**src/rtl/countdown_bcd_timer.sv**
```systemverilog
// -----------------------------------------------------------------------------
// countdown_bcd_timer
//   MM:SS BCD round timer for the 123-wooden-man game. Feeds the 4-digit
//   seven-segment driver directly with display codes (0-9 digits, D dash,
//   E blank).
//
// Parameters
//   TICK_DIV  : clk cycles per one-second tick (>= 2)
//   START_MIN : initial minutes (0..99)
//   START_SEC : initial seconds (0..59)
//
// Ports
//   clk     : system clock
//   rst     : synchronous active-high reset
//   start   : pulse, begin / resume / restart
//   pause   : level, freezes the count while high in RUN
//   clear   : pulse, abort to IDLE
//   nums    : {M1,M0,S1,S0} display codes, [15:12] leftmost
//   running : high only in RUN
//   expired : one-cycle pulse when the count reaches 00:00
// -----------------------------------------------------------------------------
module countdown_bcd_timer #(
    parameter int TICK_DIV  = 100000000,
    parameter int START_MIN = 1,
    parameter int START_SEC = 0
) (
    input  logic        clk,
    input  logic        rst,
    input  logic        start,
    input  logic        pause,
    input  logic        clear,
    output logic [15:0] nums,
    output logic        running,
    output logic        expired
);

    localparam int PW = (TICK_DIV > 1) ? $clog2(TICK_DIV) : 1;
    localparam logic [PW-1:0] PRESC_MAX = PW'(TICK_DIV - 1);

    localparam logic [3:0] ST_M1 = 4'(START_MIN / 10);
    localparam logic [3:0] ST_M0 = 4'(START_MIN % 10);
    localparam logic [3:0] ST_S1 = 4'(START_SEC / 10);
    localparam logic [3:0] ST_S0 = 4'(START_SEC % 10);
    localparam logic START_ZERO = (START_MIN == 0) && (START_SEC == 0);

    localparam logic [3:0] CODE_DASH  = 4'hD;
    localparam logic [3:0] CODE_BLANK = 4'hE;

    typedef enum logic [1:0] {
        IDLE  = 2'd0,
        RUN   = 2'd1,
        PAUSE = 2'd2,
        DONE  = 2'd3
    } state_t;

    state_t        state;
    logic [3:0]    m1, m0, s1, s0;
    logic [PW-1:0] presc;
    logic          blink;

    // Time value one second earlier, with BCD borrow chain.
    logic [3:0] m1_n, m0_n, s1_n, s0_n;
    logic       dec_zero;

    always_comb begin
        m1_n = m1;
        m0_n = m0;
        s1_n = s1;
        s0_n = s0;
        if (s0 != 4'd0) begin
            s0_n = s0 - 4'd1;
        end else begin
            s0_n = 4'd9;
            if (s1 != 4'd0) begin
                s1_n = s1 - 4'd1;
            end else begin
                s1_n = 4'd5;
                if (m0 != 4'd0) begin
                    m0_n = m0 - 4'd1;
                end else begin
                    m0_n = 4'd9;
                    // 00:00 never reaches a decrement, so m1 is nonzero here
                    if (m1 != 4'd0) m1_n = m1 - 4'd1;
                end
            end
        end
        dec_zero = (m1_n == 4'd0) && (m0_n == 4'd0) &&
                   (s1_n == 4'd0) && (s0_n == 4'd0);
    end

    always_ff @(posedge clk) begin
        if (rst) begin
            state   <= IDLE;
            m1      <= ST_M1;
            m0      <= ST_M0;
            s1      <= ST_S1;
            s0      <= ST_S0;
            presc   <= '0;
            blink   <= 1'b0;
            expired <= 1'b0;
        end else begin
            expired <= 1'b0;
            if (clear) begin
                state <= IDLE;
                m1    <= ST_M1;
                m0    <= ST_M0;
                s1    <= ST_S1;
                s0    <= ST_S0;
                presc <= '0;
                blink <= 1'b0;
            end else begin
                case (state)
                    IDLE: begin
                        if (start) begin
                            m1    <= ST_M1;
                            m0    <= ST_M0;
                            s1    <= ST_S1;
                            s0    <= ST_S0;
                            presc <= '0;
                            blink <= 1'b0;
                            if (START_ZERO) begin
                                state   <= DONE;
                                expired <= 1'b1;
                            end else begin
                                state <= RUN;
                            end
                        end
                    end
                    RUN: begin
                        // pause beats a coinciding tick: nothing advances
                        if (pause) begin
                            state <= PAUSE;
                        end else if (presc == PRESC_MAX) begin
                            presc <= '0;
                            m1    <= m1_n;
                            m0    <= m0_n;
                            s1    <= s1_n;
                            s0    <= s0_n;
                            if (dec_zero) begin
                                state   <= DONE;
                                expired <= 1'b1;
                                blink   <= 1'b0;
                            end
                        end else begin
                            presc <= presc + 1'b1;
                        end
                    end
                    PAUSE: begin
                        // prescaler is left untouched so the partial second survives
                        if (start && !pause) state <= RUN;
                    end
                    DONE: begin
                        if (start) begin
                            state <= RUN;
                            m1    <= ST_M1;
                            m0    <= ST_M0;
                            s1    <= ST_S1;
                            s0    <= ST_S0;
                            presc <= '0;
                            blink <= 1'b0;
                        end else if (presc == PRESC_MAX) begin
                            presc <= '0;
                            blink <= ~blink;
                        end else begin
                            presc <= presc + 1'b1;
                        end
                    end
                    default: state <= IDLE;
                endcase
            end
        end
    end

    always_comb begin
        case (state)
            IDLE:        nums = {4{CODE_DASH}};
            RUN, PAUSE:  nums = {m1, m0, s1, s0};
            DONE:        nums = blink ? {4{CODE_BLANK}} : 16'h0000;
            default:     nums = {4{CODE_DASH}};
        endcase
    end

    assign running = (state == RUN);

endmodule

```
**config.mk**
```make
export PLATFORM = sky130hd
export DESIGN_NAME = countdown_bcd_timer
export DESIGN_NICKNAME = d
export VERILOG_FILES = /design/src/rtl/countdown_bcd_timer.sv
export SDC_FILE = /design/constraint.sdc
export NUM_CORES = 1
export LEC_CHECK = 0
export ABC_AREA = 1
export BUFFER_PORTS_ARGS = -buffer_cell sky130_fd_sc_hd__buf_2
export CAP_MARGIN = 30
export CORE_UTILIZATION = 60
export CTS_CLUSTER_SIZE = 14
export DETAILED_ROUTE_END_ITERATION = 8
export PLACE_DENSITY_LB_ADDON = 0.25
export RECOVER_POWER = 100
export SKIP_CTS_REPAIR_TIMING = 1
export SYNTH_ARGS = -nofsm -noshare
export SYNTH_HDL_FRONTEND = slang
export SYNTH_SLANG_ARGS = --single-unit
```
**constraint.sdc**
```tcl
create_clock -name clk -period 2.4 [get_ports clk]
set_clock_uncertainty 0.1 [all_clocks]
set_input_delay 0.24 -clock clk [delete_from_list [all_inputs] [get_ports clk]]
set_output_delay 0.24 -clock clk [all_outputs]
set_load 0.03 [all_outputs]
```
# After elaboration in Yosys (flattened, before gate mapping)

Index checks and enable logic that the tools add are counted.

Bits in registers: 47
Input bits: 5
Output and inout bits: 18
Word-level logic and storage cells: 98

Add/subtract/negate cells: 5
Equal/unequal tests: 13
Mux-type cells: 45
Bitwise operators: 3
Reduce and logical (&&, ||, !) cells: 24

Operators by type and width:

| operator                                              | count |
|---|---|
| two-way mux 27 bit                                    | 4 |
| case mux 27 bit (3 select lines)                      | 1 |
| two-way mux 4 bit                                     | 20 |
| case mux 16 bit (3 select lines)                      | 1 |
| case mux 4 bit (2 select lines)                       | 4 |
| adder 27 x 1 -> 27 bit, second input constant         | 1 |
| equality test 27 bit, second input constant           | 1 |
| zero test 4 bit                                       | 4 |
| two-way mux 16 bit                                    | 1 |
| nonzero test 4 bit                                    | 4 |
| subtractor 4 x 1 -> 4 bit, second input constant      | 4 |
| two-way mux 2 bit                                     | 5 |
| AND reduction 4 bit                                   | 2 |
| two-way mux 1 bit                                     | 7 |
| inequality test 2 x 1 -> 1 bit, second input constant | 3 |
| inequality test 2 bit, second input constant          | 3 |
| inequality test 3 x 2 -> 1 bit, second input constant | 2 |
| case mux 2 bit (3 select lines)                       | 1 |
| AND reduction 6 bit                                   | 1 |
| OR reduction 2 bit                                    | 3 |
| OR reduction 5 bit                                    | 1 |
| equality test 2 bit, second input constant            | 2 |
| logical AND 1 bit                                     | 4 |
| inequality test 3 bit, second input constant          | 1 |
| other kinds (8)                                       | 10 |

# Depth between registers and ports, before layout

Depth after elaboration: 13
Mapped depth: 15
Gate-level depth less buffers: 15

# Worst setup path before layout

OpenSTA, ideal clock, no wires.

Kind: reg2out
From: register state[1]
To: output nums[0]
Arrival time: 1.793 ns
Required time: 2.060 ns
Setup slack: 0.267 ns
Stages on the path, launching flop included: 7
Buffers on the path: 2
Cell sequence: dfxtp_1 -> inv_1 -> ha_1 -> buf_4 -> inv_1 -> clkbuf_1 -> o21ai_0

Word-level cells in the longest chain between the ends: 3
Elaborated cells on any way between the ends: 6
Those cells by class: eq/ne: 3; mux: 1; reduce/logical: 2

Ends and longest elaborated chain:

| what                                                                | line | RTL |
|---|---|---|
| from (decl)                                                         | 56   | `state_t state;` |
| from (signal assigned)                                              | 93   | `state <= IDLE;` |
| from (signal assigned)                                              | 104  | `state <= IDLE;` |
| from (signal assigned)                                              | 122  | `state <= DONE;` |
| equality test 2 x 1 -> 1 bit or equality test 2 bit (tied branches) | 175  | `case (state)` |
| OR reduction 2 bit                                                  | 175  |  |
| case mux 16 bit (3 select lines) *                                  | 175  |  |
| to (decl)                                                           | 32   | `output logic [15:0] nums,` |

Every way passes the cells marked *; elsewhere a longest branch is shown, timed or not.

# Final worst setup path

From: register state[0]
To: output nums[11]

The elaborated chain is that of the path after synthesis.

==> impl_metrics.toml <==
[synth]
syn-num-nets = 452
synth_top_cell_by_area = "dfxtp_1"
ys.flop_type = "dfxtp_1"
synth_edf_count = 0
synth.area.top_cells = "dfxtp_1, nand2_1, inv_1"
synth_async_sr_flop_share_pct = 0
synth_cell_types = 40
avgSynthCellArea_um2 = 6.87
ys_ff_latch = 47
synth.cell_area_um2 = 3030
synth_top_area_share_pct = 31.0
synth-seq-area-share_pct = 31.0
synth_cells = 441
yosysWarnings = 0

[grt]
overflow = 0
grt_max_degree = 19
antenna_found_initial = 0
grt_usage_pct = 29.2
grt_pass1_wl_mm = 12.0
grt_pass1_vias = 2821

[flow_run]
max-cap-violations = 0

[layout]
num_antenna_cells = 0
finalInstanceArea_um2 = 3340
drive_above_1_share_pct = 19.9
nFillCells = 403
fin_nets = 482
final_cell_mix = "nand2_1, inv_1, dfxtp_1"
final_util_pct = 69.7
layout_commonest_cell = "nand2_1"
syn_to_final_growth_pct = 10.1

[worst_setup_path]
reg2reg_depth = 12
end_kind = "output pin"
cp_data_arrival_time_ns = 1.93
cp.required_ns = 2.06
crit_path_start_kind = "flop"
crit_fanout = 10
path_class = "reg -> out"

[sta]
period_minus_slack_ns = 2.27
hold_ws_ns = 0.162
fmax_ghz = 0.440
grt_setup_unrepaired = "yes"
setup_violations = 0
finalCritPeriodShare_pct = 94.6
slew_violations = 0
slew_headroom_pct = 71.2
tightest_slew_ns = 0.429
hold_violations = 0

[detailed_routing]
finalWirelength_mm = 7.12
routedWlPerCell_um = 13.2
vias = 2965
routed_via_density = 5.50
drc_errors = 0
first_pass_iters = 4
antenna_left = 0
first_iter_violations = 127

[floorplan]
initial_core_util_pct = 63.3
io_pins = 23
coreArea_um2 = 4790
die_width_um = 73.1
dieHeight_um = 73.1
rows = 25
die_area_um2 = 5340

[cts]
clockBufferDepth = 2
cts_tree = "yes"
cts_buffers = 5
cts_root_buf = "clkbuf_8"
clock_latency_ns = 0.32
htreeDepth = 2
cts.sinks = 47
path_clk_slew_ns = 0.09

[power]
powerDensity_nw_per_um2 = 518
vdd_ir_drop_max_uv = 340
power_frac_seq_pct = 46.6
pwr-share-clk_pct = 28.2
p_int_w = 0.00113
swShare_pct = 34.7
combPwrFrac_pct = 25.3
leakage_nw = 1.29
switching_power_w = 0.000599

[worst_hold_path]
hold_depth = 4
hp-class = "in -> reg"

[placement]
placed_cell_area_um2 = 3230
dp_hpwl_mm = 5.57
portBuffers = 22
gpl.final_weighted_congestion = 0.943

[status]
status = "completed"
stage by stage:
step,std cells,TNS (ns),setup slack (ns),power [W]
finish,539,0,0.129,0.00173
detailed placement,531,0,0.263,0.00124
floorplan,441,0,0.267,0.00115
global route,539,-0.0191,-0.0191,0.00180
CTS,539,0,0.0918,0.00172
global placement,531,0,0.315,0.00124
final timing paths:
path | to | startpoint | slack (ns)
setup / recovery | nums[11] | state[0] | 0.13
hold / removal | expired | pause | 0.16
setup reg to reg | presc[18] | state[1] | 0.25
hold reg to reg | presc[14] | presc[14] | 0.39
worst max-delay path: stages, from the launching register on:
cell and delay (ns):
dfxtp_1 0.37, inv_1 0.09, ha_1 0.34, buf_6 0.17, inv_1 0.09, buf_4 0.17, o21ai_0 0.18, buf_4 0.19
routing by layer:
metal	track usage, %	share of wire (%)	up-vias
met2	55.2	52	96
met5	0	0	-
li1	-	-	1507
met3	4.14	4.8	16
met1	31.2	41	1346
met4	14.8	2.6	0
synth_stat cells, types with 2 or more instances:
cell	instances
a31oi_1	3
nand2_2	9
o21a_1	2
inv_1	54
nand3b_1	2
a211oi_1	7
clkinv_1	2
nor3_2	3
o21ai_2	2
clkbuf_1	2
nand2_1	89
nand3_1	28
ha_1	6
xor2_1	6
inv_2	6
nor2_2	9
nand4_1	10
nor2_4	9
o22ai_1	2
nor2_1	42
nand3_2	10
nor3b_1	2
o21ai_1	5
dfxtp_1	47
a21oi_1	29
o21ai_0	20
buf_6	2
nand2_4	6
nor3_1	16
registers in the layout, indices dropped and copies added (netlist names):
register,cells
blink,1
s0,4
m0,4
state,2
presc,27
expired,1
s1,4
m1,4
layout make-up:
cell class	count	area [um^2]	area share, %
Tap cell	67	83.8	2.51
Clock buffer	6	72.6	2.18
Multi-Input combinational cell	324	1800	54.1
Timing Repair Buffer	28	170	5.10
Clock inverter	2	12.5	0.375
Inverter	65	253	7.58
Sequential cell	47	941	28.2
power groups by stage:
stage / logic (W) / registers, W / clock network [W]
floorplan: 0.000328 / 0.000819 / 0
global placement: 0.000418 / 0.000822 / 0
detailed placement: 0.000422 / 0.000822 / 0
CTS: 0.000424 / 0.000804 / 0.000490
global route: 0.000475 / 0.000806 / 0.000518
finish: 0.000436 / 0.000805 / 0.000486
logic make-up after synthesis:
kind of cell,count (synthesis),share of synthesized area [%]
AO/OA/AOI/OAI,75,14.2
XOR/XNOR,6,1.73
adder cells (fa/ha/maj),6,2.48
buffers and inverters,70,9.58
flip-flops,47,31.0
AND/OR/NAND/NOR,237,41.0
Note: power is estimated with default switching activity, not from simulation.
